==> config.mk <==
export PLATFORM = sky130hd
export DESIGN_NAME = btn_sel_ctrl
export DESIGN_NICKNAME = d
export VERILOG_FILES = /design/src/rtl/btn_sel_pkg.sv /design/src/rtl/btn_debounce.sv /design/src/rtl/btn_sel_ctrl.sv
export SDC_FILE = /design/constraint.sdc
export NUM_CORES = 1
export LEC_CHECK = 0
export BUFFER_PORTS_ARGS = -buffer_cell sky130_fd_sc_hd__buf_4
export CAP_MARGIN = 0
export CORE_MARGIN = 2
export CORE_UTILIZATION = 50
export CTS_CLUSTER_SIZE = 16
export DETAILED_ROUTE_END_ITERATION = 10
export PLACE_DENSITY = 0.71
export SLEW_MARGIN = 20
export SYNTH_ARGS = -nofsm -noshare
export SYNTH_HDL_FRONTEND = slang
export SYNTH_SLANG_ARGS = --single-unit
export TNS_END_PERCENT = 30
==> constraint.sdc <==
create_clock -name clk -period 1.9 [get_ports clk]
set_input_delay 0.095 -clock clk [delete_from_list [all_inputs] [get_ports clk]]
set_output_delay 0.095 -clock clk [all_outputs]
set_load 0.1 [all_outputs]
==> src/rtl/btn_sel_pkg.sv <==
// btn_sel_pkg: shared constants for the button select front-end.
//   Button indices follow the btn_pulse bit order {C,U,L,R,D}.
package btn_sel_pkg;

  localparam int unsigned NUM_BTN = 5;

  localparam int unsigned BTN_D = 0;
  localparam int unsigned BTN_R = 1;
  localparam int unsigned BTN_L = 2;
  localparam int unsigned BTN_U = 3;
  localparam int unsigned BTN_C = 4;

  // 10 ms debounce and 0.5 s scan step at 100 MHz
  localparam int unsigned DEF_DEBOUNCE_CYCLES = 1000000;
  localparam int unsigned DEF_SCAN_PERIOD     = 50000000;

endpackage

==> src/rtl/btn_debounce.sv <==
// btn_debounce: one button channel -- 2-flop synchronizer, debounce counter,
// stable state and a registered one-cycle press pulse.
//   clk, rst_n : clock, asynchronous active-low reset
//   btn_raw    : raw button pin
//   btn_db     : debounced stable state
//   btn_rise   : one-cycle pulse, the cycle after btn_db rises
module btn_debounce
  import btn_sel_pkg::*;
#(
  parameter int unsigned DEBOUNCE_CYCLES = DEF_DEBOUNCE_CYCLES,
  parameter int unsigned CNT_W           = $clog2(DEBOUNCE_CYCLES)
) (
  input  logic clk,
  input  logic rst_n,
  input  logic btn_raw,
  output logic btn_db,
  output logic btn_rise
);

  logic             sync1_q;
  logic             sync2_q;
  logic             db_q;
  logic             db_d;
  logic             db_prev_q;
  logic             rise_q;
  logic             rise_d;
  logic [CNT_W-1:0] cnt_q;
  logic [CNT_W-1:0] cnt_d;

  always_comb begin
    db_d  = db_q;
    cnt_d = '0;
    // any sample equal to the stable state restarts the count
    if (sync2_q != db_q) begin
      if (cnt_q == CNT_W'(DEBOUNCE_CYCLES - 1)) begin
        db_d  = sync2_q;
        cnt_d = '0;
      end else begin
        cnt_d = cnt_q + CNT_W'(1);
      end
    end
    rise_d = db_q & ~db_prev_q;
  end

  always_ff @(posedge clk or negedge rst_n) begin
    if (!rst_n) begin
      sync1_q   <= 1'b0;
      sync2_q   <= 1'b0;
      db_q      <= 1'b0;
      db_prev_q <= 1'b0;
      rise_q    <= 1'b0;
      cnt_q     <= '0;
    end else begin
      sync1_q   <= btn_raw;
      sync2_q   <= sync1_q;
      db_q      <= db_d;
      db_prev_q <= db_q;
      rise_q    <= rise_d;
      cnt_q     <= cnt_d;
    end
  end

  assign btn_db   = db_q;
  assign btn_rise = rise_q;

endmodule

==> src/rtl/btn_sel_ctrl.sv <==
// btn_sel_ctrl: debounces the five pushbuttons and turns presses into
// registered press-to-toggle mux/demux selects.
//   btnU/btnL -> toggle mux_sel[1]/[0], btnR/btnD -> toggle demux_sel[1]/[0]
//   btnC      -> clear both selects (C wins over same-cycle toggles)
//   btn_pulse -> one-cycle debounced press pulses {C,U,L,R,D}
// Optional: BTN_SEL_AUTOSCAN_EN adds scan_active; btnC then toggles an
// autoscan that increments {mux_sel,demux_sel} every SCAN_PERIOD cycles.
module btn_sel_ctrl
  import btn_sel_pkg::*;
#(
  parameter int unsigned DEBOUNCE_CYCLES = DEF_DEBOUNCE_CYCLES,
  parameter int unsigned CNT_W           = $clog2(DEBOUNCE_CYCLES),
  parameter int unsigned SCAN_PERIOD     = DEF_SCAN_PERIOD
) (
  input  logic       clk,
  input  logic       rst_n,
  input  logic       btnU,
  input  logic       btnL,
  input  logic       btnR,
  input  logic       btnD,
  input  logic       btnC,
  output logic [1:0] mux_sel,
  output logic [1:0] demux_sel,
  output logic [4:0] btn_pulse
`ifdef BTN_SEL_AUTOSCAN_EN
  ,
  output logic       scan_active
`endif
);

  logic [NUM_BTN-1:0] btn_raw;
  logic [NUM_BTN-1:0] btn_db;
  logic [NUM_BTN-1:0] btn_rise;

  assign btn_raw[BTN_D] = btnD;
  assign btn_raw[BTN_R] = btnR;
  assign btn_raw[BTN_L] = btnL;
  assign btn_raw[BTN_U] = btnU;
  assign btn_raw[BTN_C] = btnC;

  for (genvar i = 0; i < NUM_BTN; i++) begin : g_btn
    btn_debounce #(
      .DEBOUNCE_CYCLES(DEBOUNCE_CYCLES),
      .CNT_W          (CNT_W)
    ) u_debounce (
      .clk     (clk),
      .rst_n   (rst_n),
      .btn_raw (btn_raw[i]),
      .btn_db  (btn_db[i]),
      .btn_rise(btn_rise[i])
    );
  end

  logic [1:0] mux_sel_q;
  logic [1:0] mux_sel_d;
  logic [1:0] demux_sel_q;
  logic [1:0] demux_sel_d;
  logic [1:0] mux_tgl;
  logic [1:0] demux_tgl;

  assign mux_tgl   = {btn_rise[BTN_U], btn_rise[BTN_L]};
  assign demux_tgl = {btn_rise[BTN_R], btn_rise[BTN_D]};

`ifdef BTN_SEL_AUTOSCAN_EN
  localparam int unsigned SCAN_W = (SCAN_PERIOD > 1) ? $clog2(SCAN_PERIOD) : 1;

  logic              scan_active_q;
  logic              scan_active_d;
  logic [SCAN_W-1:0] scan_cnt_q;
  logic [SCAN_W-1:0] scan_cnt_d;
  logic              scan_step;
  logic [3:0]        sel_cat;

  always_comb begin
    scan_active_d = scan_active_q ^ btn_rise[BTN_C];
    scan_cnt_d    = scan_cnt_q;
    scan_step     = 1'b0;
    if (btn_rise[BTN_C]) begin
      scan_cnt_d = '0;
    end else if (scan_active_q) begin
      if (scan_cnt_q == SCAN_W'(SCAN_PERIOD - 1)) begin
        scan_cnt_d = '0;
        scan_step  = 1'b1;
      end else begin
        scan_cnt_d = scan_cnt_q + SCAN_W'(1);
      end
    end

    // manual toggles override a scan step landing in the same cycle
    sel_cat = {mux_sel_q, demux_sel_q};
    if ((mux_tgl != 2'b00) || (demux_tgl != 2'b00)) begin
      sel_cat = {mux_sel_q ^ mux_tgl, demux_sel_q ^ demux_tgl};
    end else if (scan_step) begin
      sel_cat = sel_cat + 4'd1;
    end
    mux_sel_d   = sel_cat[3:2];
    demux_sel_d = sel_cat[1:0];
  end

  always_ff @(posedge clk or negedge rst_n) begin
    if (!rst_n) begin
      scan_active_q <= 1'b0;
      scan_cnt_q    <= '0;
    end else begin
      scan_active_q <= scan_active_d;
      scan_cnt_q    <= scan_cnt_d;
    end
  end

  assign scan_active = scan_active_q;
`else
  always_comb begin
    mux_sel_d   = mux_sel_q ^ mux_tgl;
    demux_sel_d = demux_sel_q ^ demux_tgl;
    if (btn_rise[BTN_C]) begin
      mux_sel_d   = '0;
      demux_sel_d = '0;
    end
  end
`endif

  always_ff @(posedge clk or negedge rst_n) begin
    if (!rst_n) begin
      mux_sel_q   <= '0;
      demux_sel_q <= '0;
    end else begin
      mux_sel_q   <= mux_sel_d;
      demux_sel_q <= demux_sel_d;
    end
  end

  assign mux_sel   = mux_sel_q;
  assign demux_sel = demux_sel_q;
  assign btn_pulse = btn_rise;

endmodule
# Yosys cells after proc, flatten, opt, wreduce, memory -nomap -nowiden
# Cells that the tools add are included.
[word_totals]
inputBits = 7
out_inout_bits = 9
register_bits = 129
[op_classes]
n_mux = 12
addsub = 5
reduce_logical = 5
bitwise = 12
n_eq_ne = 10
[op_table]
columns = ["op", "count"]
rows = [
  ["20-bit two-way mux", 10],
  ["20-bit by 1-bit adder with 20-bit output, second input constant", 5],
  ["20-bit == test, second input constant", 5],
  ["2-bit AND reduction", 5],
  ["1-bit bitwise AND", 5],
  ["1-bit != test", 5],
  ["1-bit inverter", 5],
  ["2-bit two-way mux", 2],
  ["2-bit bitwise XOR", 2],
]

# Logic depth before layout (Yosys ltp)
# Gate-level depths: netlist of the first run.
[depth]
word_depth = 3
mapped_depth = 6
mapped_depth_nobuf = 5

# By module
# A second synthesis of the first run with hierarchy kept.
[hier_totals]
hier_cells = 557
area_unflattened_um2 = 6005.8
[by_module_without_submodules]
columns = ["mod", "seq_area_each_um2", "instances", "area_per_inst_um2", "cells_each"]
rows = [
  ["btn_debounce", 625.6, 5, 1171.1, 109],
  ["btn_sel_ctrl", 100.1, 1, 150.1, 12],
]

# Least setup slack after synthesis of the first run
# Ideal clock, no wire load.
[synth_path]
kind = "register to register"
from = "register g_btn[2].u_debounce.cnt_q[8]"
to = "register g_btn[2].u_debounce.db_q"
path_stages_with_launch = 5
t_arrival_ns = 1.893
setup_slack_ns = -0.121
n_path_buf = 0
path_cell_list = "dfrtp_1 > or4b_1 > or4_4 > nor3_1 > mux2_1"
[synth_via]
elab_chain_len = 2
[synth_lines]
columns = ["item", "line_no", "rtl"]
rows = [
  ["start, declared", "btn_debounce.sv:27", "logic [CNT_W-1:0] cnt_q;"],
  ["start signal, assigned", "btn_debounce.sv:59", "cnt_q <= cnt_d;"],
  ["20-bit == test", "btn_debounce.sv:35", "if (cnt_q == CNT_W'(DEBOUNCE_CYCLES - 1)) begin"],
  ["2-bit AND reduction (no line)", "-", ""],
  ["end signal, assigned", "btn_debounce.sv:49", "db_q <= 1'b0;"],
  ["end signal, assigned", "btn_debounce.sv:56", "db_q <= db_d;"],
  ["end, declared", "btn_debounce.sv:22", "logic db_q;"],
]
# No other way between the ends.
# A chain may end at the register's enable or synchronous reset.

# Worst setup path in the final report of the first run
[layout_path]
from = "register g_btn[2].u_debounce.cnt_q[13]"
to = "register g_btn[2].u_debounce.cnt_q[8]"
[layout_via]
elab_chain_len = 3
[layout_lines]
columns = ["item", "line_no", "rtl"]
rows = [
  ["20-bit == test", "btn_debounce.sv:35", ""],
  ["20-bit two-way mux", "btn_debounce.sv:35", ""],
  ["20-bit two-way mux", "btn_debounce.sv:34", "if (sync2_q != db_q) begin"],
  ["named net g_btn[2].u_debounce.cnt_d[8]", "btn_debounce.sv:28", "logic [CNT_W-1:0] cnt_d;"],
]
# The timed path passes the listed nets, and every way through them passes these cells.

==> results of run 1 <==
[registers in the layout, summed over array words and instances, names as in the netlist]
register                    cells
g_btn.u_debounce.cnt_q        100
g_btn.u_debounce.btn_db         5
g_btn.u_debounce.btn_rise       5
g_btn.u_debounce.db_prev_q      5
g_btn.u_debounce.sync1_q        5
g_btn.u_debounce.sync2_q        5
demux_sel                       2
mux_sel                         2
[cells by family (layout without fill, tap and decap cells)]
kind of cell             count (synthesis)  count (layout)
AO/OA/AOI/OAI                           53              53
XOR/XNOR                                75              75
adder cells (fa/ha/maj)                  5               5
buffers and inverters                   35             101
flip-flops                             129             129
multiplexers                             5               5
AND/OR/NAND/NOR                        264             264
[report_power, final]
part	total [mW]	switching (mW)	internal, mW
Clock	3.00	1.15	1.85
Combinational	0.204	0.126	0.0781
Sequential	2.81	0.0283	2.79
Total	6.02	1.30	4.72
[how the worst min path moves through the flow]
stage | to | start | cells past startpoint
6_report | g_btn[4].u_debounce.btn_rise | rst_n | 2
5_1_grt | g_btn[4].u_debounce.btn_rise | rst_n | 2
4_1_cts | g_btn[4].u_debounce.btn_rise | rst_n | 2
3_5_place_dp | g_btn[4].u_debounce.btn_rise | rst_n | 1
3_3_place_gp | g_btn[4].u_debounce.btn_rise | rst_n | 1
2_1_floorplan | demux_sel[0] | rst_n | 0
[cell usage after synthesis]
master,number
or4_4,1
o41ai_1,1
or4_1,13
buf_6,3
clkbuf_1,4
o31ai_1,13
nand3_1,38
o31ai_4,2
xnor2_1,32
nor4_1,13
ha_1,5
nor2_1,83
nand4_2,1
mux2_1,1
and4_2,1
or4b_1,4
nor3b_1,1
and2_1,5
xor2_1,43
nor2b_1,5
a21oi_1,24
mux2_2,4
or2b_1,1
buf_4,5
inv_1,15
or3_1,12
buf_2,8
and4_1,9
nand4_1,27
and3_1,12
dfrtp_1,129
nor3_1,11
nor4b_1,2
a31o_2,2
nand2_1,23
nor4bb_1,2
o21ai_0,11
[layout make-up]
cell class / count / area share [%]
timing repair buffer: 54 / 6.69
tap: 143 / 2.53
multi-input combinational: 402 / 36.6
clock inverter: 10 / 1.22
sequential: 129 / 45.6
clock buffer: 22 / 6.55
inverter: 15 / 0.795
[timing repair]
| item | CTS | global route |
|---|---|---|
| hold buffers | 6 | 0 |
| setup endpoints to repair | 21 | 44 |
| gates resized for setup | 0 | 9 |
| endpoints found under the hold margin | 40 | 0 |
| pin swaps | 1 | 1 |
[worst reg2reg max path: cells and delay by family, from the launching register on]
kind                   cells  cell delay [ns]
and+or+nand+nor            3             1.15
DFF                        1             0.37
AOI/OAI and AO/OA          1             0.23
buffers and inverters      1             0.19
[routing by layer]
metal | wire, µm | share of wire, % | GRT usage [%]
met3 | 364 | 3.3 | 5.41
met1 | 5110 | 47 | 23.9
met5 | 0 | 0 | 0
met2 | 5270 | 48 | 30.3
met4 | 199 | 1.8 | 8.54
==> out/qor.csv, run 1 <==
metric,value,unit
FP Rows,39,
GRT overflow,0,
initial drt markers,240,
slew at the pin closest to its max-slew limit,0.521,ns
Tmin final,2.05,ns
Ant. Diodes,0,
largest net degree at the start of global routing,41,
drt drc,2,
DIE HEIGHT,113,µm
Avg Vias per Cell,5.54,
critical-path maximum fanout,20,
final core utilization,61.5,%
total wire length,11000,µm
slowest CP cell,or4_4,
CP endpoint,g_btn[2].u_debounce.cnt_q[8],
fraction of layout cells with a size suffix above 1,16.3,%
XOR/XNOR share of the synthesized area,11.1,%
register area,3230,µm²
postcts setup bufs,0,
"Cell Area, Synth",5940,µm²
reg-to-reg endpoint,g_btn[2].u_debounce.cnt_q[8],
Synth Area in Compound Gates,5.75,%
Crit path max-delay family,simple AND/OR/NAND/NOR gates,
DR vias,4291,
LEAKAGE,3.04,nW
violated checks,"design-rule violations, negative setup slack",
max_cap viols,0,
mux contribution to synthesized area,0.948,%
CTS buffer count,17,
post-synth top area cell,dfrtp_1,
most frequent cells in the layout,"dfrtp_1, nor2_1, xor2_1, buf_4, nand3_1",
Slew Limit Fails,0,
CTS tree,yes,
post-synth top area share,54.4,%
Clock Tree Buf Depth,2,
die area,12800,µm²
final worst path period share,108,%
Core Footprint,11500,µm²
post-synthesis adder-cell area fraction,1.05,%
power per cell area,850,nW/µm²
Layout Cells excl Fill,775,
vias in the first global route,4211,
Post-Syn Nets,578,
"Warnings, synthesis",0,
Reg2Reg Depth,5,
Fin. Hold Viols,0,
Post-Synthesis Cells,566,
multi-input logic area,2590,µm²
Peak Freq,488,MHz
unique cell type count in the Yosys netlist,37,
largest family of logic cells by synthesized area,simple AND/OR/NAND/NOR gates,
"top cells by area, synth","dfrtp_1, xor2_1, nor2_1",
post-layout power,6.02,mW
routability cong.,0.824,
"slowest stage delay, CP",0.55,ns
"Clk pin slew, worst setup/hold paths",0.05,ns
critical-path cell list,or4_1 > or4_4 > o31ai_4 > buf_12 > nor2_1,
crit path DAT,2.36,ns
"Buf+Inv Stages, Crit Path",1,
Starting Density,51.6,%
nets@finish,631,
critical path class,flop to flop,
skew final,0.00568,ns
peak supply drop,659,µV
Syn Area/Cell,10.5,µm²
drt wl/cell,14.1,µm
Pre-antenna DRT Iters,7,
Yosys reg bits,129,
post-synthesis sequential area ratio,54.4,%
CTS root buf,clkbuf_16,
Reg2Reg Setup Slack,-0.15,ns
Layout area overhead,19.3,%
RSZ-0062 raised after global routing,yes,
hold_ws,0.191,ns
startpoint types,flop,
DP HPWL,7360,µm
Placed Instances,737,
Critical Path End Type,flop,
Top Ports,16,
final worst slack,-0.151,ns
Die Width,113,µm
Worst Setup SP,g_btn[2].u_debounce.cnt_q[13],
DP Worst Slack,-0.145,ns
max-slew headroom at the worst pin,65.3,%
cell area after layout,7080,µm²
Synth Area in Simple Gates,23.7,%
clock sink count,129,
fillcell total,926,
"commonest non-fill, non-tap cell in the layout",dfrtp_1,
Hold Crit Class,input port to async pin,
"Data required, critical path",2.21,ns
run status,finished with violations,
first-pass GRT wire length,19100,µm
initial antenna violation count,0,
Final ANT Viol Nets,0,
Worst-Skew Late Latency,0.42,ns
Placed Area,6440,µm²
worst r2r src,g_btn[2].u_debounce.cnt_q[13],
Final TNS setup,-2.91,ns
Port Buf Inserts,15,
H-tree levels,4,
WP depth,5,
setup violators final,21,
GRT Resource Usage Total,18.9,%
Power figures use the tool's default switching activity.
==> inputs of run 2 (changes only) <==
--- a/config.mk
+++ b/config.mk
@@ -15,5 +15,6 @@
 export SLEW_MARGIN = 20
 export SYNTH_ARGS = -nofsm -noshare
 export SYNTH_HDL_FRONTEND = slang
+export SYNTH_HIERARCHICAL = 1
 export SYNTH_SLANG_ARGS = --single-unit
 export TNS_END_PERCENT = 30
==> run 2 against run 1 <==
Against the previous run:
- the flow now finishes without violations
- via count increased by 0.65%
- non-clock buffer count decreased by 4
- wire length increased by 6.0%
- critical path depth decreased by 1
- area after synthesis increased by 1.2%
- first-iteration DRC count increased by 24%
- design area increased by 0.30%
- power decreased by 2.2%
- synthesized cell count decreased by 1.6%
- global-route usage increased by 0.82 points
- critical path type unchanged
- largest cell class unchanged
- largest power group unchanged
==> out/qor.csv, run 2 <==
metric,value,unit,change
run status,completed,,
Pre-antenna DRT Iters,4,,-3
CTS tree,yes,,
Starting Density,50.6,%,-0.92 points
Hold Crit Class,input port to async pin,,
skew final,0.00581,ns,+0.000126 ns
drt wl/cell,15.1,µm,+6.8%
Top Ports,16,,unchanged
Critical Path End Type,flop,,
nets@finish,623,,-1.3%
Ant. Diodes,0,,unchanged
Layout Cells excl Fill,769,,-0.77%
FP Rows,40,,+2.6%
unique cell type count in the Yosys netlist,23,,-38%
worst r2r src,g_btn[1].u_debounce/cnt_q[12],,
Post-Syn Nets,569,,-1.6%
fraction of layout cells with a size suffix above 1,15.6,%,-0.70 points
Clock Tree Buf Depth,2,,unchanged
Layout area overhead,18.3,%,
Yosys reg bits,129,,unchanged
power per cell area,828,nW/µm²,-2.5%
clock sink count,129,,unchanged
critical path class,flop to flop,,
"Buf+Inv Stages, Crit Path",0,,-1
Peak Freq,542,MHz,+11%
multi-input logic area,2760,µm²,+6.5%
most frequent cells in the layout,"dfrtp_1, nor2_1, buf_4, nand2_1, xor2_1",,
Core Footprint,11900,µm²,+3.0%
max-slew headroom at the worst pin,70.8,%,+5.5 points
peak supply drop,687,µV,+4.3%
initial antenna violation count,0,,unchanged
fillcell total,946,,+2.2%
die area,12900,µm²,+1.1%
largest net degree at the start of global routing,65,,+59%
most frequent cells after synthesis,"dfrtp_1, nor2_1, nand2_1, xor2_1, nand3_1",,
post-synthesis sequential area ratio,53.8,%,-0.62 points
Placed Instances,733,,-0.54%
"count leader, synth",dfrtp_1,,
post-synth top area cell,dfrtp_1,,
Post-Synthesis Cells,557,,-1.6%
Avg Vias per Cell,5.62,,+1.4%
Fin. Hold Viols,0,,unchanged
hold_ws,0.143,ns,-0.0481 ns
RSZ-0062 raised after global routing,no,,
GRT overflow,0,,unchanged
"slowest stage delay, CP",0.52,ns,-0.03 ns
slowest CP cell,or4_1,,
first-pass GRT wire length,20200,µm,+5.7%
initial drt markers,297,,+24%
"Clk pin slew, worst setup/hold paths",0.05,ns,about the same
CTS buffer count,17,,unchanged
"commonest non-fill, non-tap cell in the layout",dfrtp_1,,
Die Width,114,µm,+0.56%
Syn Area/Cell,10.8,µm²,+2.8%
DP HPWL,7890,µm,+7.1%
critical-path cell list,nor4b_1 > nand2_1 > or4_1 > mux2_2,,
H-tree levels,4,,unchanged
max_cap viols,0,,unchanged
"Cell Area, Synth",6010,µm²,+1.2%
largest family of logic cells by synthesized area,simple AND/OR/NAND/NOR gates,,
Final TNS setup,0,ns,+2.91 ns
Worst-Skew Late Latency,0.42,ns,about the same
"Data required, critical path",2.20,ns,about the same
total wire length,11600,µm,+6.0%
Slew Limit Fails,0,,unchanged
Final ANT Viol Nets,0,,unchanged
max FFs per register,100,,unchanged
Worst Setup SP,g_btn[1].u_debounce/cnt_q[12],,
vias in the first global route,4411,,+4.7%
Synth Flop Type,dfrtp_1,,
Synth Area in Compound Gates,7.71,%,+2.0 points
slew at the pin closest to its max-slew limit,0.434,ns,-0.0871 ns
post-synth top area share,53.8,%,-0.62 points
CTS root buf,clkbuf_16,,
routability cong.,0.862,,+4.5%
"Warnings, synthesis",6,,+6
postcts setup bufs,0,,unchanged
DR vias,4319,,+0.65%
"top cells by area, synth","dfrtp_1, xor2_1, nor2_1",,
fraction of registers with async set/reset,100,%,unchanged
post-synthesis adder-cell area fraction,1.04,%,-0.012 points
DIE HEIGHT,114,µm,+0.56%
final worst path period share,97.2,%,-11 points
register area,3230,µm²,about the same
startpoint types,flop,,
GRT Resource Usage Total,19.7,%,+0.82 points
Crit path max-delay family,simple AND/OR/NAND/NOR gates,,
LEAKAGE,3.09,nW,+1.5%
drt drc,0,,-2
Post-synth EDFFs,0,,unchanged
XOR/XNOR share of the synthesized area,10.1,%,-1.0 points
setup violators final,0,,-100%
mux contribution to synthesized area,0.938,%,-0.011 points
critical-path maximum fanout,5,,-75%
Tmin final,1.85,ns,-0.204 ns
Synth Area in Simple Gates,25.3,%,+1.5 points
Biggest register,g_btn.u_debounce/cnt_q,,
Port Buf Inserts,15,,unchanged
crit path DAT,2.15,ns,-0.21 ns
-- run 2: kinds of logic (layout without fill, tap and decap cells) --
logic type / count (synthesis) / count (layout)
fa+ha+maj: 5 / 5
flops: 129 / 129
simple gates: 269 / 269
compound gates: 65 / 65
mux: 5 / 5
buf+inv: 15 / 80
xor+xnor: 69 / 69
-- run 2: layout make-up --
cell class / instances / share of cell area (%)
repair buffers: 50 / 5.72
clock buffers: 24 / 6.92
flip-flops and latches: 129 / 45.4
multi-input cells: 413 / 38.9
well taps: 147 / 2.59
clock inverters: 6 / 0.458
-- run 2: timing repair --
action	in CTS	in global routing
pin swaps	0	0
resized for setup	1	12
hold buffers	6	0
setup endpoints to repair	1	11
endpoints found under the hold margin	47	0
-- run 2: final timing paths --
kind                       slack (ns)  cells past startpoint                           to
setup reg to reg                 0.05                      4   g_btn[1].u_debounce/btn_db
setup / recovery                 0.05                      4   g_btn[1].u_debounce/btn_db
hold reg to reg                  0.35                      0  g_btn[0].u_debounce/sync2_q
max in group asynchronous        1.10                      3   g_btn[0].u_debounce/btn_db
hold / removal                   0.14                      2  g_btn[3].u_debounce/sync2_q
min in group clk                 0.33                      2  g_btn[0].u_debounce/sync1_q
-- run 2: power breakdown --
| part | leakage [nW] | total, mW | switching [mW] | internal, mW |
|---|---|---|---|---|
| registers | 1.77 | 2.82 | 0.0320 | 2.79 |
| logic | 1.06 | 0.191 | 0.116 | 0.0753 |
| clock network | 0.261 | 2.87 | 1.10 | 1.77 |
-- run 2: metal layers --
metal / track usage [%] / vias to the layer above / wire length, µm
met5: 0 / - / 0
met4: 8.37 / 0 / 201
met3: 4.68 / 15 / 348
met2: 30.7 / 54 / 5600
met1: 26.6 / 2143 / 5460
li1: - / 2107 / -
-- run 2: through the flow --
stage	cell area (µm²)	worst slack (ns)	total power, mW	utilization (%)
2_1_floorplan	6010	0.116	2.93	-
3_3_place_gp	6460	0.111	3.04	54.4
3_5_place_dp	6460	0.0110	3.05	54.4
4_1_cts	7050	0.0144	5.94	59.4
5_1_grt	7110	0.00456	6.10	59.9
6_report	7110	0.0536	5.88	59.9
-- run 2: worst reg2reg max path, cell delays in order (launching register included) --
cell and delay, ns:
dfrtp_1 0.42, nor4b_1 0.35, nand2_1 0.15, or4_1 0.52, mux2_2 0.28
